### config.mk
export PLATFORM = sky130hd
export DESIGN_NAME = fetch_stage
export DESIGN_NICKNAME = d
export VERILOG_FILES = /design/src/rtl/fetch_stage.sv
export SDC_FILE = /design/constraint.sdc
export NUM_CORES = 1
export LEC_CHECK = 0
export ABC_AREA = 1
export CAP_MARGIN = 0
export CORE_ASPECT_RATIO = 2
export CORE_MARGIN = 3
export CORE_UTILIZATION = 41
export CTS_CLUSTER_DIAMETER = 80
export DETAILED_ROUTE_END_ITERATION = 7
export PLACE_DENSITY = 0.81
export SYNTH_ARGS = -nofsm -noshare
export SYNTH_HDL_FRONTEND = slang
export SYNTH_SLANG_ARGS = --single-unit
### constraint.sdc
create_clock -name CLK -period 2.36 [get_ports CLK]
set_input_delay 0.708 -clock CLK [delete_from_list [all_inputs] [get_ports CLK]]
set_output_delay 0.708 -clock CLK [all_outputs]
set_load 0.05 [all_outputs]
### src/rtl/fetch_stage.sv
// Instruction-fetch stage: program counter, instruction-memory word address,
// and the IF/ID pipeline register feeding decode.
module fetch_stage #(
  parameter int unsigned AWL      = 6,
  parameter int unsigned DWL      = 32,
  parameter logic [31:0] RESET_PC = 32'h0000_0000
) (
  input  logic           CLK,
  input  logic           RSTN,
  input  logic           STALLF,
  input  logic           STALLD,
  input  logic           FLUSHD,
  input  logic [1:0]     PCSRC,
  input  logic [31:0]    PCBRANCH,
  input  logic [31:0]    PCJUMP,
  input  logic [DWL-1:0] IMRD,
  output logic [AWL-1:0] IMA,
  output logic [31:0]    PCF,
  output logic [31:0]    PCPLUS4F,
  output logic [DWL-1:0] INSTRD,
  output logic [31:0]    PCPLUS4D,
  output logic           VALIDD
);

  logic [31:0] pcnext;

  assign PCPLUS4F = PCF + 32'd4;
  assign IMA      = PCF[AWL+1:2];

  // Redirect targets are word-aligned by masking, so misaligned requests never reach PCF.
  always_comb begin
    pcnext = PCPLUS4F;
    unique case (PCSRC)
      2'b00:   pcnext = PCPLUS4F;
      2'b01:   pcnext = PCBRANCH & ~32'd3;
      default: pcnext = PCJUMP & ~32'd3;
    endcase
  end

  always_ff @(posedge CLK or negedge RSTN) begin
    if (!RSTN) begin
      PCF <= RESET_PC;
    end else if (!STALLF) begin
      PCF <= pcnext;
    end
  end

  // Flush outranks stall so a squashed slot never survives a held pipeline.
  always_ff @(posedge CLK or negedge RSTN) begin
    if (!RSTN) begin
      INSTRD   <= '0;
      PCPLUS4D <= '0;
      VALIDD   <= 1'b0;
    end else if (FLUSHD) begin
      INSTRD   <= '0;
      PCPLUS4D <= '0;
      VALIDD   <= 1'b0;
    end else if (!STALLD) begin
      INSTRD   <= IMRD;
      PCPLUS4D <= PCPLUS4F;
      VALIDD   <= 1'b1;
    end
  end

endmodule
==> results of run 1 <==
cells by family (layout without fill, tap and decap cells):
| logic type | Yosys count | count (layout) | share of synthesized area |
|---|---|---|---|
| flip-flops | 93 | 93 | 0.479 |
| AO/OA/AOI/OAI | 115 | 115 | 0.169 |
| AND/OR/NAND/NOR | 290 | 290 | 0.255 |
| XOR/XNOR | 8 | 8 | 0.0175 |
| buffers and inverters | 87 | 395 | 0.0772 |
| adder cells (fa/ha/maj) | 1 | 1 | 0.00257 |
| other | 1 | 6 | 0.000771 |
area by class of cell:
type | count | area [um2]
Fill cell | 650 | 2070
Sequential cell | 93 | 2350
Tap cell | 142 | 178
Inverter | 48 | 211
Timing Repair Buffer | 331 | 3420
Multi-Input combinational cell | 420 | 2870
Clock inverter | 6 | 95.1
Clock buffer | 10 | 229
registers in the layout (all words and copies together), names as in the netlist:
name      cells
VALIDD        1
PCF          30
INSTRD       32
PCPLUS4D     30
power by group through the flow:
stage	combinational, W	sequential (W)	clock, W
after global placement	0.00239	0.00190	0
after floorplan	0.000836	0.00239	0
after global routing	0.00294	0.00192	0.00170
final	0.00284	0.00191	0.00162
after detailed placement	0.00242	0.00190	0
after CTS	0.00266	0.00189	0.00161
worst min path at each step:
stage / startpoint / cells past startpoint / to / slack (ns)
3_5_place_dp: PCPLUS4D[19]$_DFFE_PN0P_ / 2 / PCPLUS4D[19]$_DFFE_PN0P_ / 0.46
3_3_place_gp: PCPLUS4D[21]$_DFFE_PN0P_ / 2 / PCPLUS4D[21]$_DFFE_PN0P_ / 0.46
6_report: RSTN / 1 / INSTRD[0]$_DFFE_PN0P_ / 0.24
4_1_cts: RSTN / 1 / INSTRD[0]$_DFFE_PN0P_ / 0.23
5_1_grt: RSTN / 1 / INSTRD[27]$_DFFE_PN0P_ / 0.25
2_1_floorplan: RSTN / 0 / INSTRD[0]$_DFFE_PN0P_ / 0.41
per-layer routing:
metal  track usage  routed length (um)  vias to the layer above
met5             0                   0                        -
met1         0.317                7410                     2916
li1              -                   -                     2586
met2         0.606               12900                      379
met3        0.0454                1440                      103
met4         0.190                1460                        0
per-stage QoR:
step,power (W),utilization
after floorplan,0.00323,-
after global placement,0.00429,0.690
after detailed placement,0.00433,0.690
after CTS,0.00616,0.781
after global routing,0.00656,0.819
final,0.00638,0.819
placed cells by master (no fill, tap or decap), types with 31 or more instances in the layout:
master / count
nand2_2: 41
inv_1: 31
a22o_1: 39
buf_4: 107
nor2_1: 34
nand2_1: 107
clkdlybuf4s50_1: 156
nor2_4: 34
buf_12: 35
dfrtp_1: 73
timing repair:
| action | in CTS | in global routing |
|---|---|---|
| resized for setup | 139 | 66 |
| pin swaps | 46 | 35 |
| hold buffers | 0 | 0 |
| endpoints found under the setup margin | 36 | 33 |
| setup buffers | 41 | 24 |
worst register-to-register path: cells and delay by family, from the launching register on:
kind	cells	cell delay, ns
adder cells (fa/ha/maj)	1	0.18
buffers and inverters	8	0.99
flip-flops	1	0.42
AND/OR/NAND/NOR	5	0.52
AO/OA/AOI/OAI	1	0.06
==> results.yml, run 1 <==
critical_path:
  critPathTopFamily: "simple AND/OR/NAND/NOR gates"
  r2r-start: "PCF[2]$_DFFE_PN0N_"
  setup.worst_path.start_class: "flip-flop"
  critPathBufInv: 3
  crit_end: "PCPLUS4F[15]"
  path_cells: "nand2_4 -> buf_6 -> nor2_4 -> nand2_2 -> nor2_4 -> nand2_2 -> nand2_4 -> clkinvlp_4 -> buf_12"
  worstPathArrival_ns: 1.92
  cp.depth: 9
  critPathKind: "flip-flop to output port"
  cp_max_fo: 4
  reg2reg_depth: 15
  slowest_stage: "dfrtp_2"
  cp-startpoint: "PCF[6]$_DFFE_PN0N_"
  r2r_slack_ns: 0.07
  cp_slowest_stage_delay_ns: 0.44
  required_ns: 1.65
  r2r-end: "PCF[16]$_DFFE_PN0N_"
  end_kind: "output port"
clocking:
  clkSlewWorstSetupHoldPaths_ns: 0.07
  clock_latency_ns: 0.35
  h-tree-depth: 3
  cts_num_sinks: 93
  cts-buffers-inserted: 9
  cts-root-buf: "clkbuf_16"
  cts_tree: "done"
  ctsLongestPathBuffers: 2
placement:
  globalplace.congestion: 0.974
  dpl_cell_area_um2: 7890
  placed_cells: 972
  hpwl_um: 15100
  port_buffers: 227
  place_ws_ns: -0.0151
flow_run:
  max-cap-violations: 0
route:
  drt_wl_total_um: 23200
  wl_per_cell_um: 22.1
  drtIter0Drc: 550
  postRouteAntennaNets: 0
  vias: 5984
  drc: 0
  dr.pass1.iters: 5
  avgViaCountPerCell: 5.70
synthesis:
  netlist_instances: 595
  yosysTopAreaCellShare: 0.479
  yosysWarnings: 0
  synthTopCellsByArea: "dfrtp_1 (48%), nand2_1 (12%), a22o_1 (7.0%)"
  yosys.area.top_type: "dfrtp_1"
  synth_ff_type: "dfrtp_1"
  synth-edff-count: 0
  ys_async_sr_fraction: 1.00
  ys_seq_area_frac: 0.479
  syn_area_um2: 4860
  synth_most_common_cell: "nand2_1"
  ys_seq_elements: 93
  avgSynthCellArea_um2: 8.17
  ys_types: 32
  yosys-top-cells-count: "nand2_1 (161), dfrtp_1 (93), nor2_1 (66), inv_1 (46), a22o_1 (39)"
sta:
  min_period_over_period: 1.11
  max_freq_mhz: 381
  timing.slew.headroom: 0.619
  maxSlewViolCount: 0
  layout_setup_ws_ns: -0.264
  skew_ns: 0.0100
  hold-worst-slack_ns: 0.236
  rsz0062_at_grt: "true"
  setup_viol: 27
  tns_ns: -4.28
  hold_viol: 0
  min_period_ns: 2.62
  worst_pin_slew_ns: 0.569
grt:
  antenna_found_initial: 0
  grt_pass1_wl_um: 33000
  grt_pass1_vias: 5970
  grt_use_total: 0.318
  grt_overflow: 0
  grt_max_degree: 47
final_layout:
  antenna-diode-count: 0
  nets: 1007
  finalNonFillerCells: 1050
  drive_gt1_frac: 0.379
  syn_to_final_growth_pct: 92.5
  stdcell_area_um2: 9360
die:
  row_count: 55
  fp.dieW_um: 83.0
  core_area_um2: 11400
  die_h_um: 160
  initial_core_util: 0.426
  dieArea_um2: 13300
  io_pins: 238
pwr:
  p_int_w: 0.00381
  p_sw_frac: 0.402
  comb_power_share: 0.446
  leakage_nw: 4.17
  vdd_ir_drop_max_mv: 0.711
  clockPowerShare: 0.255
  power.density_nw_per_um2: 681
  switchingPower_w: 0.00256
  seqPwrFrac: 0.300
hold_path:
  hold_path.class: "primary input to async pin"
status:
  status: "complete, but fails checks"
  violations: "negative setup slack"
Power figures use the tool's default switching activity.
==> run 2, diff against run 1 <==
--- a/config.mk
+++ b/config.mk
@@ -8,7 +8,7 @@
 export ABC_AREA = 1
 export CAP_MARGIN = 0
 export CORE_ASPECT_RATIO = 2
-export CORE_MARGIN = 3
+export CORE_MARGIN = 1
 export CORE_UTILIZATION = 41
 export CTS_CLUSTER_DIAMETER = 80
 export DETAILED_ROUTE_END_ITERATION = 7
==> run 2 against run 1 <==
Compared with the run above: largest cell class unchanged; wire length shrank 8.3%; maximum frequency grew 1.9%; register-to-register slack gained 0.05 ns; the flow still finishes with violations (negative setup slack); sequential share of layout area grew 0.44 points; highest routed layer unchanged; clock power shrank 11%; die area shrank 7.2%; cell count shrank 0.86%; global-route usage grew 1.3 points; hold slack lost 0.084 ns.
==> results.yml, run 2 (same netlist as run 1, synthesis figures left out) <==
status:
  status: "complete, but fails checks"
  violations: "negative setup slack"
clocking:
  cts-root-buf: "clkbuf_16"
  clkSlewWorstSetupHoldPaths_ns: 0.08
  cts-buffers-inserted: 9
  cts_tree: "done"
  ctsHoldBuffers: 0
  cts_num_sinks: 93
  clock_latency_ns: 0.35
  ctsLongestPathBuffers: 2
  h-tree-depth: 3
critical_path:
  reg2reg_depth: 15
  cp_slowest_stage_delay_ns: 0.39
  end_kind: "output port"
  cp_max_fo: 3
  path_cells: "buf_4 -> nand2_2 -> nor2_4 -> buf_4 -> buf_4 -> nand3_1 -> and2_4 -> buf_12"
  worstPathArrival_ns: 1.87
  cp_common_cell: "buf_4"
  setup.worst_path.start_class: "flip-flop"
  slowest_stage: "dfrtp_2"
  critPathKind: "flip-flop to output port"
  required_ns: 1.65
grt:
  grt_overflow: 0
  antenna_found_initial: 0
  grtUsageMet2: 0.622
  met1_usage: 0.328
  grt_max_degree: 63
  grt_use_total: 0.330
  grt_pass1_wl_um: 30600
  use_met3: 0.0515
  top_usage_layer: "met2"
  grt_pass1_vias: 5839
final_layout:
  final_cell_mix: "clkdlybuf4s50_1 (158), nand2_1 (109), buf_4 (101)"
  nets: 998
  top_regs: "INSTRD: 32 flops, PCF: 30 flops, PCPLUS4D: 30 flops"
  antenna-diode-count: 0
  syn_to_final_growth_pct: 89.1
  final_common_cell: "clkdlybuf4s50_1"
  drive_gt1_frac: 0.369
  top_register: "INSTRD"
  largest_reg_flops: 32
  stdcell_area_um2: 9190
  finalNonFillerCells: 1041
hold_path:
  hold_path.class: "primary input to async pin"
sta:
  min_period_ns: 2.58
  setup_viol: 25
  layout_setup_ws_ns: -0.215
  maxSlewViolCount: 0
  hold_viol: 0
  rsz0062_at_grt: "true"
  timing.slew.headroom: 0.626
  skew_ns: 0.00955
  hold-worst-slack_ns: 0.152
  worst_pin_slew_ns: 0.559
  min_period_over_period: 1.09
  max_freq_mhz: 388
  tns_ns: -3.25
pwr:
  seqPwrFrac: 0.312
  p_int_w: 0.00358
  clockPowerShare: 0.236
  comb_power_share: 0.453
  leakage_nw: 4.11
  p_sw_frac: 0.415
  power.total_w: 0.00612
  power.density_nw_per_um2: 666
  switchingPower_w: 0.00254
  vdd_ir_drop_max_mv: 0.435
die:
  initial_core_util: 0.426
  die_h_um: 156
  fp.dieW_um: 79.0
  row_count: 55
  core_area_um2: 11400
  io_pins: 238
  dieArea_um2: 12300
route:
  wl_per_cell_um: 20.5
  drtIter0Drc: 485
  drt_wl_total_um: 21300
  postRouteAntennaNets: 0
  drc: 0
  vias: 5822
  dr.pass1.iters: 7
  avgViaCountPerCell: 5.59
placement:
  placed_cells: 965
  port_buffers: 227
  hpwl_um: 14100
  dpl_cell_area_um2: 7830
  globalplace.congestion: 0.891
flow_run:
  max-cap-violations: 0
## run 2: changes by cell type in the layout (fill, tap and decap cells not counted), moves of 3 or more
cell	delta
nand2_2	-5
dlygate4sd2_1	+3
nand2_4	+4
buf_6	-4
inv_2	+4
buf_4	-6
## run 2: per-stage QoR
stage	utilization	setup WS [ns]
after floorplan	-	-0.142
after global placement	0.685	0.0203
after detailed placement	0.685	0.0295
after CTS	0.784	-0.186
after global routing	0.805	-0.273
final	0.805	-0.215
## run 2: area by class of cell
type | count | area (um2)
clock buffer | 9 | 225
clock inverter | 7 | 62.6
fill | 655 | 2230
inverter | 48 | 201
multi-input combinational | 420 | 2860
sequential | 93 | 2350
tap | 142 | 178
timing repair buffer | 322 | 3310
## run 2: power groups by stage
stage / Combinational (W) / Clock [W] / Sequential, W
after floorplan: 0.000836 / 0 / 0.00239
after global placement: 0.00236 / 0 / 0.00190
after detailed placement: 0.00239 / 0 / 0.00191
after CTS: 0.00264 / 0.00146 / 0.00189
after global routing: 0.00287 / 0.00152 / 0.00192
final: 0.00277 / 0.00144 / 0.00191
## run 2: per-layer routing
layer,routed length [um],vias to the layer above,part of all wire
met5,0,-,0
met4,1540,0,0.072
met3,1140,112,0.054
met2,11500,331,0.54
met1,7080,2822,0.33
li1,-,2557,-
## run 2: repair_timing
item,CTS,global route
pin swaps,44,30
setup endpoints to repair,37,31
setup buffers,48,15
resized for setup,159,36
## run 2: path summary, 6_finish.rpt
kind / to / slack [ns] / from
max in group asynchronous: PCF[21]$_DFFE_PN0N_ / 1.49 / RSTN
min: INSTRD[28]$_DFFE_PN0P_ / 0.15 / RSTN
min in group CLK: PCPLUS4D[22]$_DFFE_PN0P_ / 0.49 / PCPLUS4D[22]$_DFFE_PN0P_
min reg2reg: PCPLUS4D[22]$_DFFE_PN0P_ / 0.49 / PCPLUS4D[22]$_DFFE_PN0P_
max reg2reg: PCF[16]$_DFFE_PN0N_ / 0.12 / PCF[2]$_DFFE_PN0N_
max: PCPLUS4F[21] / -0.22 / PCF[3]$_DFFE_PN0N_
## run 2: worst max-delay path: cells and delay by family, from the launching register on
kind / cells / cell delay [ns]
flip-flops: 1 / 0.39
buffers and inverters: 4 / 0.54
AND/OR/NAND/NOR: 4 / 0.58
==> run 3, diff against run 2 <==
--- a/config.mk
+++ b/config.mk
@@ -7,12 +7,14 @@
 export LEC_CHECK = 0
 export ABC_AREA = 1
 export CAP_MARGIN = 0
+export CELL_PAD_IN_SITES_DETAIL_PLACEMENT = 0
+export CELL_PAD_IN_SITES_GLOBAL_PLACEMENT = 1
 export CORE_ASPECT_RATIO = 2
 export CORE_MARGIN = 1
-export CORE_UTILIZATION = 41
+export CORE_UTILIZATION = 29
 export CTS_CLUSTER_DIAMETER = 80
 export DETAILED_ROUTE_END_ITERATION = 7
-export PLACE_DENSITY = 0.81
+export PLACE_DENSITY_LB_ADDON = 0.1
 export SYNTH_ARGS = -nofsm -noshare
 export SYNTH_HDL_FRONTEND = slang
 export SYNTH_SLANG_ARGS = --single-unit
==> run 3 against run 2 <==
Compared with the run above: the run still ends with negative setup slack left; worst setup slack better by 0.0085 ns; die area grew 41%; wire length decreased by 6.3%; sequential share of layout area is 0.24 points lower; cell count increased by 5.8%; flip-flop and latch count unchanged; via count fell by 9.7%; sequential power about the same; critical path depth rose by 1; clock power increased by 12%; register-to-register slack worse by 0.26 ns; non-clock buffer count is 2 lower; largest cell class unchanged.
==> results.yml, run 3 (same netlist as run 1, synthesis figures left out) <==
status:
  status: "complete, but fails checks"
  violations: "negative setup slack"
clocking:
  h-tree-depth: 3
  clkSlewWorstSetupHoldPaths_ns: 0.07
  ctsHoldBuffers: 0
  cts_tree: "done"
  cts_num_sinks: 93
  clock_latency_ns: 0.35
  cts-root-buf: "clkbuf_16"
  cts-buffers-inserted: 9
  ctsLongestPathBuffers: 2
placement:
  dpl_cell_area_um2: 7980
  port_buffers: 227
  globalplace.congestion: 0.870
  placed_cells: 1033
  hpwl_um: 14600
critical_path:
  worstPathArrival_ns: 1.86
  end_kind: "output port"
  required_ns: 1.65
  slowest_stage: "dfrtp_2"
  cp_max_fo: 4
  critPathKind: "flip-flop to output port"
  setup.worst_path.start_class: "flip-flop"
  cp_slowest_stage_delay_ns: 0.45
  critPathTopFamily: "simple AND/OR/NAND/NOR gates"
  critPathBufInv: 3
  path_cells: "buf_4 -> nand2_2 -> nor2_4 -> nand2_2 -> nor2_4 -> or2_4 -> nand2_4 -> clkinvlp_4 -> buf_12"
pwr:
  leakage_nw: 4.09
  vdd_ir_drop_max_mv: 0.430
  power.total_w: 0.00625
  power.density_nw_per_um2: 674
route:
  drc: 0
  postRouteAntennaNets: 0
  vias: 5255
  drtIter0Drc: 141
  drt_wl_total_um: 20000
  wl_per_cell_um: 18.1
  avgViaCountPerCell: 4.77
  dr.pass1.iters: 5
sta:
  hold-worst-slack_ns: 0.230
  hold_viol: 0
  skew_ns: 0.0118
  max_freq_mhz: 390
  layout_setup_ws_ns: -0.207
  worst_pin_slew_ns: 0.561
  min_period_over_period: 1.09
  timing.slew.headroom: 0.625
  rsz0062_at_grt: "true"
  maxSlewViolCount: 0
  min_period_ns: 2.57
  tns_ns: -2.99
  setup_viol: 27
die:
  fp.dieW_um: 93.5
  row_count: 66
  io_pins: 238
  dieArea_um2: 17300
  core_area_um2: 16400
  die_h_um: 185
  initial_core_util: 0.297
grt:
  antenna_found_initial: 0
  grt_max_degree: 53
  grt_pass1_wl_um: 30200
  use_met3: 0.0345
  grt_overflow: 0
  met1_usage: 0.241
  grtUsageMet2: 0.463
  grt_pass1_vias: 5470
  grt_use_total: 0.234
  top_usage_layer: "met2"
final_layout:
  antenna-diode-count: 0
  top_register: "INSTRD"
  final_cell_mix: "clkdlybuf4s50_1 (160), nand2_1 (116), buf_4 (102)"
  top_regs: "INSTRD: 32 flops, PCF: 30 flops, PCPLUS4D: 30 flops"
  stdcell_area_um2: 9280
  final_common_cell: "clkdlybuf4s50_1"
  nets: 996
  largest_reg_flops: 32
  syn_to_final_growth_pct: 90.8
  finalNonFillerCells: 1101
  drive_gt1_frac: 0.360
hold_path:
  hold_path.class: "primary input to async pin"
flow_run:
  max-cap-violations: 0
==> run 3: changes by cell type in the layout (fill, tap and decap cells not counted), moves of 3 or more <==
cell and delta:
dlygate4sd2_1 -9, nand2_1 +7, nand2_4 -6, inv_2 -4
buf_12 +3, buf_6 +3, nand3_2 -3
==> run 3: path summary, 6_finish.rpt <==
kind	slack, ns	end	from	depth (start not counted)
setup / recovery	-0.21	PCPLUS4F[15]	PCF[3]$_DFFE_PN0N_	9
hold / removal	0.23	INSTRD[0]$_DFFE_PN0P_	RSTN	1
setup reg to reg	-0.14	PCF[20]$_DFFE_PN0N_	PCF[5]$_DFFE_PN0N_	20
hold reg to reg	0.48	PCPLUS4D[19]$_DFFE_PN0P_	PCPLUS4D[19]$_DFFE_PN0P_	2
max in group asynchronous	1.46	PCF[26]$_DFFE_PN0N_	RSTN	2
min in group CLK	0.48	PCPLUS4D[19]$_DFFE_PN0P_	PCPLUS4D[19]$_DFFE_PN0P_	2
==> run 3: area by class of cell <==
class	instances	area [um2]
fill	1501	7080
multi-input combinational	420	2810
inverter	48	208
tap	204	255
clock inverter	6	93.8
sequential	93	2350
timing repair buffer	320	3330
clock buffer	10	229
==> run 3: repair_timing <==
item / in CTS / in global routing
pin swaps: 36 / 25
endpoints found under the hold margin: 0 / 0
gates resized for setup: 133 / 35
buffers inserted: 39 / 13
setup endpoints to repair: 32 / 28
==> run 3: worst register-to-register path: cells and delay by family (launching register included) <==
family,cells,cell delay (ns)
buffers and inverters,12,1.48
AO/OA/AOI/OAI,1,0.06
flip-flops,1,0.43
AND/OR/NAND/NOR,7,0.43
==> run 3: power by group <==
group	internal [W]	switching [W]
Sequential	0.00174	0.000148
Clock	0.000940	0.000670
Combinational	0.00112	0.00163
==> run 3: stage by stage <==
stage               utilization  setup slack, ns
floorplan                     -           -0.142
global placement          0.488           0.0158
detailed placement        0.488        -0.000485
CTS                       0.554           -0.205
global route              0.567           -0.263
finish                    0.567           -0.207
==> run 3: per-layer routing <==
layer,vias up,part of all wire
met5,-,0
met4,0,0.030
met3,27,0.044
met2,175,0.58
met1,2496,0.35
li1,2557,-
